$ cat config.mk
export PLATFORM = sky130hd
export DESIGN_NAME = sweep_scheduler
export DESIGN_NICKNAME = d
export VERILOG_FILES = /design/src/rtl/sweep_scheduler.sv
export SDC_FILE = /design/constraint.sdc
export NUM_CORES = 1
export LEC_CHECK = 0
export BUFFER_PORTS_ARGS = -buffer_cell sky130_fd_sc_hd__buf_2
export CORE_MARGIN = 2
export CORE_UTILIZATION = 61
export DETAILED_ROUTE_END_ITERATION = 8
export PLACE_DENSITY = 0.8
export SLEW_MARGIN = 30
export SYNTH_ARGS = -nofsm -noshare
export SYNTH_HDL_FRONTEND = slang
export SYNTH_SLANG_ARGS = --single-unit
$ cat constraint.sdc
create_clock -name clock -period 5.5 [get_ports clock]
set_clock_uncertainty 0.2 [all_clocks]
set_input_delay 0.825 -clock clock [delete_from_list [all_inputs] [get_ports clock]]
set_output_delay 0.825 -clock clock [all_outputs]
set_load 0.02 [all_outputs]
$ cat src/rtl/sweep_scheduler.sv
// Sequences the neighbour-search datapath: steps target batches over the cloud,
// sweeps feeder windows per batch and queues outlier indices in a show-ahead FIFO.
module sweep_scheduler #(
    parameter int N           = 16,
    parameter int M           = 32,
    parameter int CORE_NUMBER = 2,
    parameter int FIFO_DEPTH  = 16
) (
    input  logic                   clock,
    input  logic                   reset,
    input  logic                   start,
    input  logic [N-1:0]           point_cloud_size,
    output logic [N-1:0]           point_pos,
    output logic [N-1:0]           feeder_pos,
    output logic                   window_valid,
    output logic                   last_window,
    output logic                   core_clear,
    input  logic                   core_result_valid,
    input  logic [CORE_NUMBER-1:0] core_outlier,
    input  logic                   read_fifo,
    output logic [N-1:0]           outlier_pos_fifo,
    output logic                   empty,
    output logic                   full,
    output logic                   busy,
    output logic                   done
);

    localparam int LW = (CORE_NUMBER > 1) ? $clog2(CORE_NUMBER) : 1;
    localparam int AW = (FIFO_DEPTH > 1) ? $clog2(FIFO_DEPTH) : 1;

    localparam logic [N:0]    M_EXT  = (N+1)'(M);
    localparam logic [N:0]    CN_EXT = (N+1)'(CORE_NUMBER);
    localparam logic [LW-1:0] LANE_LAST = LW'(CORE_NUMBER - 1);
    localparam logic [AW:0]   DEPTH_CNT = (AW+1)'(FIFO_DEPTH);

    localparam logic [2:0] S_IDLE    = 3'd0;
    localparam logic [2:0] S_CLEAR   = 3'd1;
    localparam logic [2:0] S_SWEEP   = 3'd2;
    localparam logic [2:0] S_WAIT    = 3'd3;
    localparam logic [2:0] S_PUSH    = 3'd4;
    localparam logic [2:0] S_ADVANCE = 3'd5;
    localparam logic [2:0] S_DONE    = 3'd6;

    logic [2:0]             state_q, state_d;
    logic [N-1:0]           size_q, size_d;
    logic [N-1:0]           point_pos_q, point_pos_d;
    logic [N-1:0]           feeder_pos_q, feeder_pos_d;
    logic [CORE_NUMBER-1:0] mask_q, mask_d;
    logic [LW-1:0]          lane_q, lane_d;

    logic [N-1:0]           mem_q [FIFO_DEPTH];
    logic [AW-1:0]          wr_ptr_q, wr_ptr_d;
    logic [AW-1:0]          rd_ptr_q, rd_ptr_d;
    logic [AW:0]            count_q, count_d;

    logic [N:0]   size_ext;
    logic [N:0]   feeder_next;
    logic [N:0]   point_next;
    logic [N-1:0] lane_idx;
    logic         last_hit;
    logic         fifo_empty;
    logic         fifo_full;
    logic         pop;
    logic         push;
    logic         lane_hit;
    logic         flush;

    // All bounds checks use one extra bit so base+offset can never wrap.
    assign size_ext    = {1'b0, size_q};
    assign feeder_next = {1'b0, feeder_pos_q} + M_EXT;
    assign point_next  = {1'b0, point_pos_q} + CN_EXT;
    assign lane_idx    = point_pos_q + N'(lane_q);
    assign last_hit    = (feeder_next >= size_ext);

    assign fifo_empty = (count_q == '0);
    assign fifo_full  = (count_q == DEPTH_CNT);
    assign pop        = read_fifo && !fifo_empty;
    assign lane_hit   = mask_q[lane_q];
    // A full FIFO still accepts a push when the same cycle pops the head.
    assign push       = (state_q == S_PUSH) && lane_hit && (!fifo_full || read_fifo);
    assign flush      = start && ((state_q == S_IDLE) || (state_q == S_DONE));

    always_comb begin
        state_d      = state_q;
        size_d       = size_q;
        point_pos_d  = point_pos_q;
        feeder_pos_d = feeder_pos_q;
        mask_d       = mask_q;
        lane_d       = lane_q;

        case (state_q)
            S_IDLE, S_DONE: begin
                if (start) begin
                    size_d      = point_cloud_size;
                    point_pos_d = '0;
                    if (point_cloud_size == '0) begin
                        state_d = S_DONE;
                    end else begin
                        state_d      = S_CLEAR;
                        feeder_pos_d = '0;
                    end
                end
            end
            S_CLEAR: begin
                state_d = S_SWEEP;
            end
            S_SWEEP: begin
                if (last_hit) begin
                    state_d = S_WAIT;
                end else begin
                    feeder_pos_d = feeder_next[N-1:0];
                end
            end
            S_WAIT: begin
                if (core_result_valid) begin
                    for (int unsigned i = 0; i < CORE_NUMBER; i++) begin
                        mask_d[i] = core_outlier[i] &&
                                    (({1'b0, point_pos_q} + (N+1)'(i)) < size_ext);
                    end
                    lane_d  = '0;
                    state_d = S_PUSH;
                end
            end
            S_PUSH: begin
                if (!lane_hit || push) begin
                    if (lane_q == LANE_LAST) begin
                        state_d = S_ADVANCE;
                    end else begin
                        lane_d = lane_q + LW'(1);
                    end
                end
            end
            S_ADVANCE: begin
                point_pos_d = point_next[N-1:0];
                if (point_next >= size_ext) begin
                    state_d = S_DONE;
                end else begin
                    state_d      = S_CLEAR;
                    feeder_pos_d = '0;
                end
            end
            default: begin
                state_d = S_IDLE;
            end
        endcase
    end

    always_comb begin
        wr_ptr_d = wr_ptr_q;
        rd_ptr_d = rd_ptr_q;
        count_d  = count_q;
        if (flush) begin
            wr_ptr_d = '0;
            rd_ptr_d = '0;
            count_d  = '0;
        end else begin
            if (push) begin
                wr_ptr_d = wr_ptr_q + AW'(1);
            end
            if (pop) begin
                rd_ptr_d = rd_ptr_q + AW'(1);
            end
            case ({push, pop})
                2'b10:   count_d = count_q + (AW+1)'(1);
                2'b01:   count_d = count_q - (AW+1)'(1);
                default: count_d = count_q;
            endcase
        end
    end

    always_ff @(posedge clock or negedge reset) begin
        if (!reset) begin
            state_q      <= S_IDLE;
            size_q       <= '0;
            point_pos_q  <= '0;
            feeder_pos_q <= '0;
            mask_q       <= '0;
            lane_q       <= '0;
            wr_ptr_q     <= '0;
            rd_ptr_q     <= '0;
            count_q      <= '0;
        end else begin
            state_q      <= state_d;
            size_q       <= size_d;
            point_pos_q  <= point_pos_d;
            feeder_pos_q <= feeder_pos_d;
            mask_q       <= mask_d;
            lane_q       <= lane_d;
            wr_ptr_q     <= wr_ptr_d;
            rd_ptr_q     <= rd_ptr_d;
            count_q      <= count_d;
        end
    end

    // Storage needs no reset: the head is only shown while the FIFO is non-empty.
    always_ff @(posedge clock) begin
        if (push) begin
            mem_q[wr_ptr_q] <= lane_idx;
        end
    end

    assign point_pos        = point_pos_q;
    assign feeder_pos       = feeder_pos_q;
    assign window_valid     = (state_q == S_SWEEP);
    assign last_window      = (state_q == S_SWEEP) && last_hit;
    assign core_clear       = (state_q == S_CLEAR);
    assign outlier_pos_fifo = fifo_empty ? '0 : mem_q[rd_ptr_q];
    assign empty            = fifo_empty;
    assign full             = fifo_full;
    assign busy             = (state_q != S_IDLE) && (state_q != S_DONE);
    assign done             = (state_q == S_DONE);

endmodule

; Word level (Yosys, flattened, before mapping)
; Memory sizes are Yosys's and may differ from the RTL's.
; Cells that the tools add are included.
[totals]
regBits = 67
output_inout_bits = 55
mem_count = 1
wordCells = 103
mem_bits_rw = 256
in_bits = 23
[mem_list]
columns = name, words, width, rd, rd_ports_with_merged_regs, wr, line_no
row1 = mem_q, 16, 16, 1, 0, 1, 51  ; logic [N-1:0] mem_q [FIFO_DEPTH];
[classes]
order_cmp = 5
n_reduce_logical = 31
muxes = 30
n_addsub = 9
n_eq_ne = 18
[op_table]
columns = operator, n
row1 = 16-bit 2-to-1 mux, 6
row2 = 16-bit case mux with 3 select lines, 1
row3 = 17-bit by 16-bit greater-or-equal comparator with 1-bit output, 2
row4 = 16-bit case mux with 2 select lines, 1
row5 = 3-bit 2-to-1 mux, 7
row6 = 3-bit case mux with 6 select lines, 1
row7 = 16-bit by 1-bit adder with 17-bit output (second input constant), 1
row8 = 16-bit by 2-bit adder with 17-bit output (second input constant), 1
row9 = 16-bit by 6-bit adder with 17-bit output (second input constant), 1
row10 = 17-bit by 16-bit < comparator with 1-bit output, 1
row11 = 16-bit by 1-bit adder with 16-bit output, 1
row12 = 16-bit logical NOT, 1
row13 = 16-bit < comparator, 1
row14 = 4-bit 2-to-1 mux, 4
row15 = 2-bit inequality test (second input constant), 6
row16 = 5-bit case mux with 2 select lines, 1
row17 = 5-bit AND reduction, 2
row18 = 3-bit == test (second input constant), 3
row19 = 3-bit nonzero test, 3
row20 = 4-bit by 1-bit adder with 4-bit output (second input constant), 2
row21 = 1-bit logical AND, 8
row22 = 2-bit nonzero test, 4
row23 = 1-bit 2-to-1 mux, 7
row24 = 3-bit by 2-bit == test with 1-bit output (second input constant), 2
row25 = other kinds (19), 26

; Longest topological paths before layout
[logic_depth]
ltp_word = 7
mapped_depth = 16
depth_no_buf = 15

; Worst setup path before layout
; No wires, ideal clock.
[synth_path]
path_kind = flip-flop to flip-flop
startpoint = reg point_pos_q[1], in the netlist point_pos[1]
endpoint = reg state_q[2]
period_less_slack_ns = 3.801
path_buffers = 0
setup_ns = 0.122
path_stages_with_launch = 16
required_time_ns = 5.178
t_arrival_ns = 3.479
setup_slack_ns = 1.699
cell_sequence = dfrtp_1 -> ha_1 -> nand3_1 -> nor2_1 -> and3_1 -> and3_1 -> and3_1 -> xor2_1 -> ha_1 -> a21oi_1 -> a21boi_0 -> o31ai_1 -> o311ai_0 -> a21boi_0 -> nand2_1 -> a32o_1
[synth_via]
elab_chain_len = 4
[synth_lines]
columns = element, line_no
row1 = start: declaration, 46  ; logic [N-1:0] point_pos_q, point_pos_d;
row2 = start signal: assignment, 185  ; point_pos_q <= point_pos_d;
row3 = 16-bit by 2-bit adder with 17-bit output, 71  ; assign point_next = {1'b0, point_pos_q} + CN_EXT;
row4 = 17-bit by 16-bit greater-or-equal comparator with 1-bit output, 135  ; if (point_next >= size_ext) begin
row5 = 3-bit 2-to-1 mux, 135
row6 = 3-bit case mux with 6 select lines, 91  ; case (state_q)
row7 = end signal: assignment, 183  ; state_q <= state_d;
row8 = end: declaration, 44  ; logic [2:0] state_q, state_d;
; No other way between the ends.
; A chain may end at the register's enable or synchronous reset.

; Worst setup path after layout
[layout_path]
startpoint = reg point_pos_q[5], in the netlist point_pos[5]
endpoint = reg state_q[2]
; The elaborated chain is that of the path after synthesis.

==> flow_summary.yaml <==
run_status:
  outcome: "finished, final reports clean"
worst_setup_path:
  setup.worst_path.end_class: "flop"
  worstPathArrival_ns: 4.61
  worst-path-max-fanout: 23
  critPathRequiredTime_ns: 5.75
  longest_individual_stage_delay_on_the_worst_path_ns: 0.80
  critical-path-top-delay-family: "simple AND/OR/NAND/NOR gates"
  timing.critical_path.cells: "nand3_1, nor3_2, and3_1, and3_1, and3_1, xor2_1, ha_1, nand4_1, nor2_1, o31ai_1, o311ai_0, a21boi_0, nand2_1, a32o_1"
  path_class: "flop to flop"
  path_buf_inv: 0
  cp_common_cell: "sky130_fd_sc_hd__and3_1"
  timing.critical_path.slowest_stage_cell: "sky130_fd_sc_hd__dfrtp_1"
  crit_path_start_kind: "flop"
detailed_routing:
  wl_um: 33510
  num_vias: 8466
  drt_iter0_markers: 852
  detail-route-antenna-nets: 0
  vias_per_cell: 6.294
  firstDrtPassIters: 5
  drt_drc_violations_left: 0
  post_dr_wirelength_cell_um: 24.91
timing:
  final-hold-violation-count: 0
  report.final.slew_viol_count: 0
  rsz0062_at_grt: "no"
  final_min_period_over_clock_period: 0.7936
  fmax_ghz: 0.2291
  minimum_period_implied_by_the_final_worst_setup_slack_ns: 4.365
  max-slew-margin-rel: 0.3112
  tightest_slew_ns: 1.029
  timing.setup.tns_ns: 0
  setup_violations: 0
  fin_worst_hold_slack_ns: 0.2402
clock_network:
  clock_buffers_created_by_tritoncts: 31
  tritoncts: "done"
  cts_htree_levels: 1
  clkTransAtPathRegs_ns: 0.06
  max-clock-path-buffers: 3
  clock_latency_late_sink_ns: 0.56
  postCtsSetupRepairBufs: 0
  clock_tree.root_cell: "sky130_fd_sc_hd__clkbuf_16"
  post_cts_resize_count: 0
  cts_hold_buf: 0
  numClockSinks: 317
global_routing:
  largest_net_degree_at_the_start_of_global_routing: 62
  grt_pass1_vias: 8611
  total_congestion_overflow: 0
  global_route.usage.total: 0.2844
  antenna_found_initial: 0
  grt_first_pass_wirelength_um: 51630
run:
  maxCapViolations: 0
floorplanning:
  die_w_um: 158.0
  start_util: 0.6181
  num_io_pins: 78
  core.rowCount: 56
  design.die.area_sq_um: 24960
  dieHeight_um: 158.0
  fp.coreArea_sq_um: 23400
placed_design:
  port-buffer-count: 71
  globalplace.congestion: 0.8398
  place.detailed.hpwl_um: 19900
yosys:
  synth.yosys.warnings: 0
  synth_top_cell_by_area: "sky130_fd_sc_hd__edfxtp_1"
  synth-edff-count: 256
  syn-mean-instance-area_sq_um: 15.36
  synth_cells: 942
  yosys-top-cells-area: "sky130_fd_sc_hd__edfxtp_1 53%, sky130_fd_sc_hd__mux4_2 12%, sky130_fd_sc_hd__dfrtp_1 11%"
  ys_ff_latch: 317
  yosys.area.top_type_share: 0.5314
  ys.flop_type: "sky130_fd_sc_hd__edfxtp_1"
  synthesis.area_sq_um: 14470
  synth-seq-area-share: 0.6370
  asyncSetResetFlopFracSynth: 0.1924
  netlist-cell-type-count: 65
power_and_ir_drop:
  total_leakage_power_uw: 0.006085
  powerDensity_nw_per_um2: 464.5
  irDropWorstVdd_mv: 0.2577
cells_and_area:
  mostFrequentLayoutCells: "256 x sky130_fd_sc_hd__edfxtp_1, 86 x sky130_fd_sc_hd__nand2_1, 80 x sky130_fd_sc_hd__mux4_2"
  drive_gt1_frac: 0.2407
  antenna-diode-count: 0
  postLayoutCoreUtil: 0.6954
  final_nets: 1091
  area_delta_synth_final_pct: 12.51
  layout_commonest_cell: "sky130_fd_sc_hd__edfxtp_1"
worst_hold_path:
  hold_path_class: "input port to asynchronous set/reset pin"
## synth_stat cells (3+ instances only)
cell type / count
sky130_fd_sc_hd__xnor2_1: 13
sky130_fd_sc_hd__nand3_1: 15
sky130_fd_sc_hd__xor2_1: 20
sky130_fd_sc_hd__buf_4: 7
sky130_fd_sc_hd__a21o_1: 9
sky130_fd_sc_hd__and4_1: 3
sky130_fd_sc_hd__mux2i_1: 4
sky130_fd_sc_hd__mux4_2: 80
sky130_fd_sc_hd__nand4_1: 10
sky130_fd_sc_hd__o21ai_1: 11
sky130_fd_sc_hd__nand2_1: 86
sky130_fd_sc_hd__nor4_1: 5
sky130_fd_sc_hd__buf_1: 5
sky130_fd_sc_hd__o21ai_0: 45
sky130_fd_sc_hd__buf_2: 13
sky130_fd_sc_hd__and3_1: 9
sky130_fd_sc_hd__nor2b_1: 21
sky130_fd_sc_hd__nor2_1: 39
sky130_fd_sc_hd__nand2b_1: 4
sky130_fd_sc_hd__a22o_1: 3
sky130_fd_sc_hd__dfrtp_1: 61
sky130_fd_sc_hd__nor3_1: 9
sky130_fd_sc_hd__a211oi_1: 4
sky130_fd_sc_hd__a21oi_1: 18
sky130_fd_sc_hd__clkbuf_1: 47
sky130_fd_sc_hd__edfxtp_1: 256
sky130_fd_sc_hd__ha_1: 65
sky130_fd_sc_hd__inv_1: 28
sky130_fd_sc_hd__o21a_1: 6
## where the power goes
| group | internal [uW] | total (uW) | switching, uW | leakage (uW) |
|---|---|---|---|---|
| Sequential | 2740 | 3060 | 321 | 0.00313 |
| Combinational | 1040 | 2190 | 1150 | 0.00244 |
| Clock | 1390 | 2300 | 911 | 0.000522 |
## stage by stage
stage | area (sq um) | instances | worst slack [ns] | total power (uW)
after floorplan | 14480 | 947 | 1.699 | 4685
after global placement | 15150 | 1288 | 1.415 | 5234
after detailed placement | 15150 | 1288 | 1.240 | 5302
after CTS | 16270 | 1345 | 1.156 | 7603
after global routing | 16270 | 1345 | 0.7967 | 7915
final | 16270 | 1345 | 1.135 | 7560
## cells by family after synthesis
kind of cell / after synthesis / synth area share
other: 1 / 0.0002592
adder cells (fa/ha/maj): 66 / 0.05761
XOR/XNOR: 33 / 0.01998
AND/OR/NAND/NOR: 215 / 0.07179
buffers and inverters: 103 / 0.03071
multiplexers: 86 / 0.1289
AO/OA/AOI/OAI: 121 / 0.05380
flip-flops: 317 / 0.6370
## registers in the layout, indices dropped and copies added, names as in the netlist
register	flops
mem_q	256
size_q	16
point_pos	15
feeder_pos	11
count_q	5
rd_ptr_q	4
wr_ptr_q	4
state_q	3
mask_q	2
lane_q	1
## layout make-up
cell class,count,area [sq um]
flip-flops and latches,317,9221
inverters,29,108.9
well taps,319,399.1
repair buffers,96,568.0
multi-input cells,527,4865
clock inverters,19,290.3
clock buffers,38,822.0
fillers,1525,7128
## path summary, 6_finish.rpt
| kind | end | slack (ns) | cells after the start | from |
|---|---|---|---|---|
| hold reg to reg | mask_q[1] | 0.29 | 2 | mask_q[1] |
| min in group clock | size_q[4] | 0.28 | 3 | point_cloud_size[4] |
| setup reg to reg | state_q[2] | 1.14 | 14 | point_pos[5] |
| setup / recovery | state_q[2] | 1.14 | 14 | point_pos[5] |
| max in group asynchronous | rd_ptr_q[0] | 4.27 | 2 | reset |
| hold / removal | state_q[0] | 0.24 | 2 | reset |
## routing by layer
layer / part of all wire / track usage / vias up
met3: 0.075 / 0.04654 / 76
met2: 0.51 / 0.4884 / 420
met4: 0.030 / 0.09481 / 0
li1: - / - / 3704
met5: 0 / 0 / -
met1: 0.38 / 0.3750 / 4266
## worst register-to-register path: stages (launching register included)
cell                       delay [ns]
sky130_fd_sc_hd__dfrtp_1         0.80
sky130_fd_sc_hd__nand3_1         0.25
sky130_fd_sc_hd__nor3_2          0.38
sky130_fd_sc_hd__and3_1          0.29
sky130_fd_sc_hd__and3_1          0.25
sky130_fd_sc_hd__and3_1          0.24
sky130_fd_sc_hd__xor2_1          0.18
sky130_fd_sc_hd__ha_1            0.27
sky130_fd_sc_hd__nand4_1         0.14
sky130_fd_sc_hd__nor2_1          0.07
sky130_fd_sc_hd__o31ai_1         0.25
sky130_fd_sc_hd__o311ai_0        0.29
sky130_fd_sc_hd__a21boi_0        0.34
sky130_fd_sc_hd__nand2_1         0.11
sky130_fd_sc_hd__a32o_1          0.21
(Power assumes the default switching activity.)
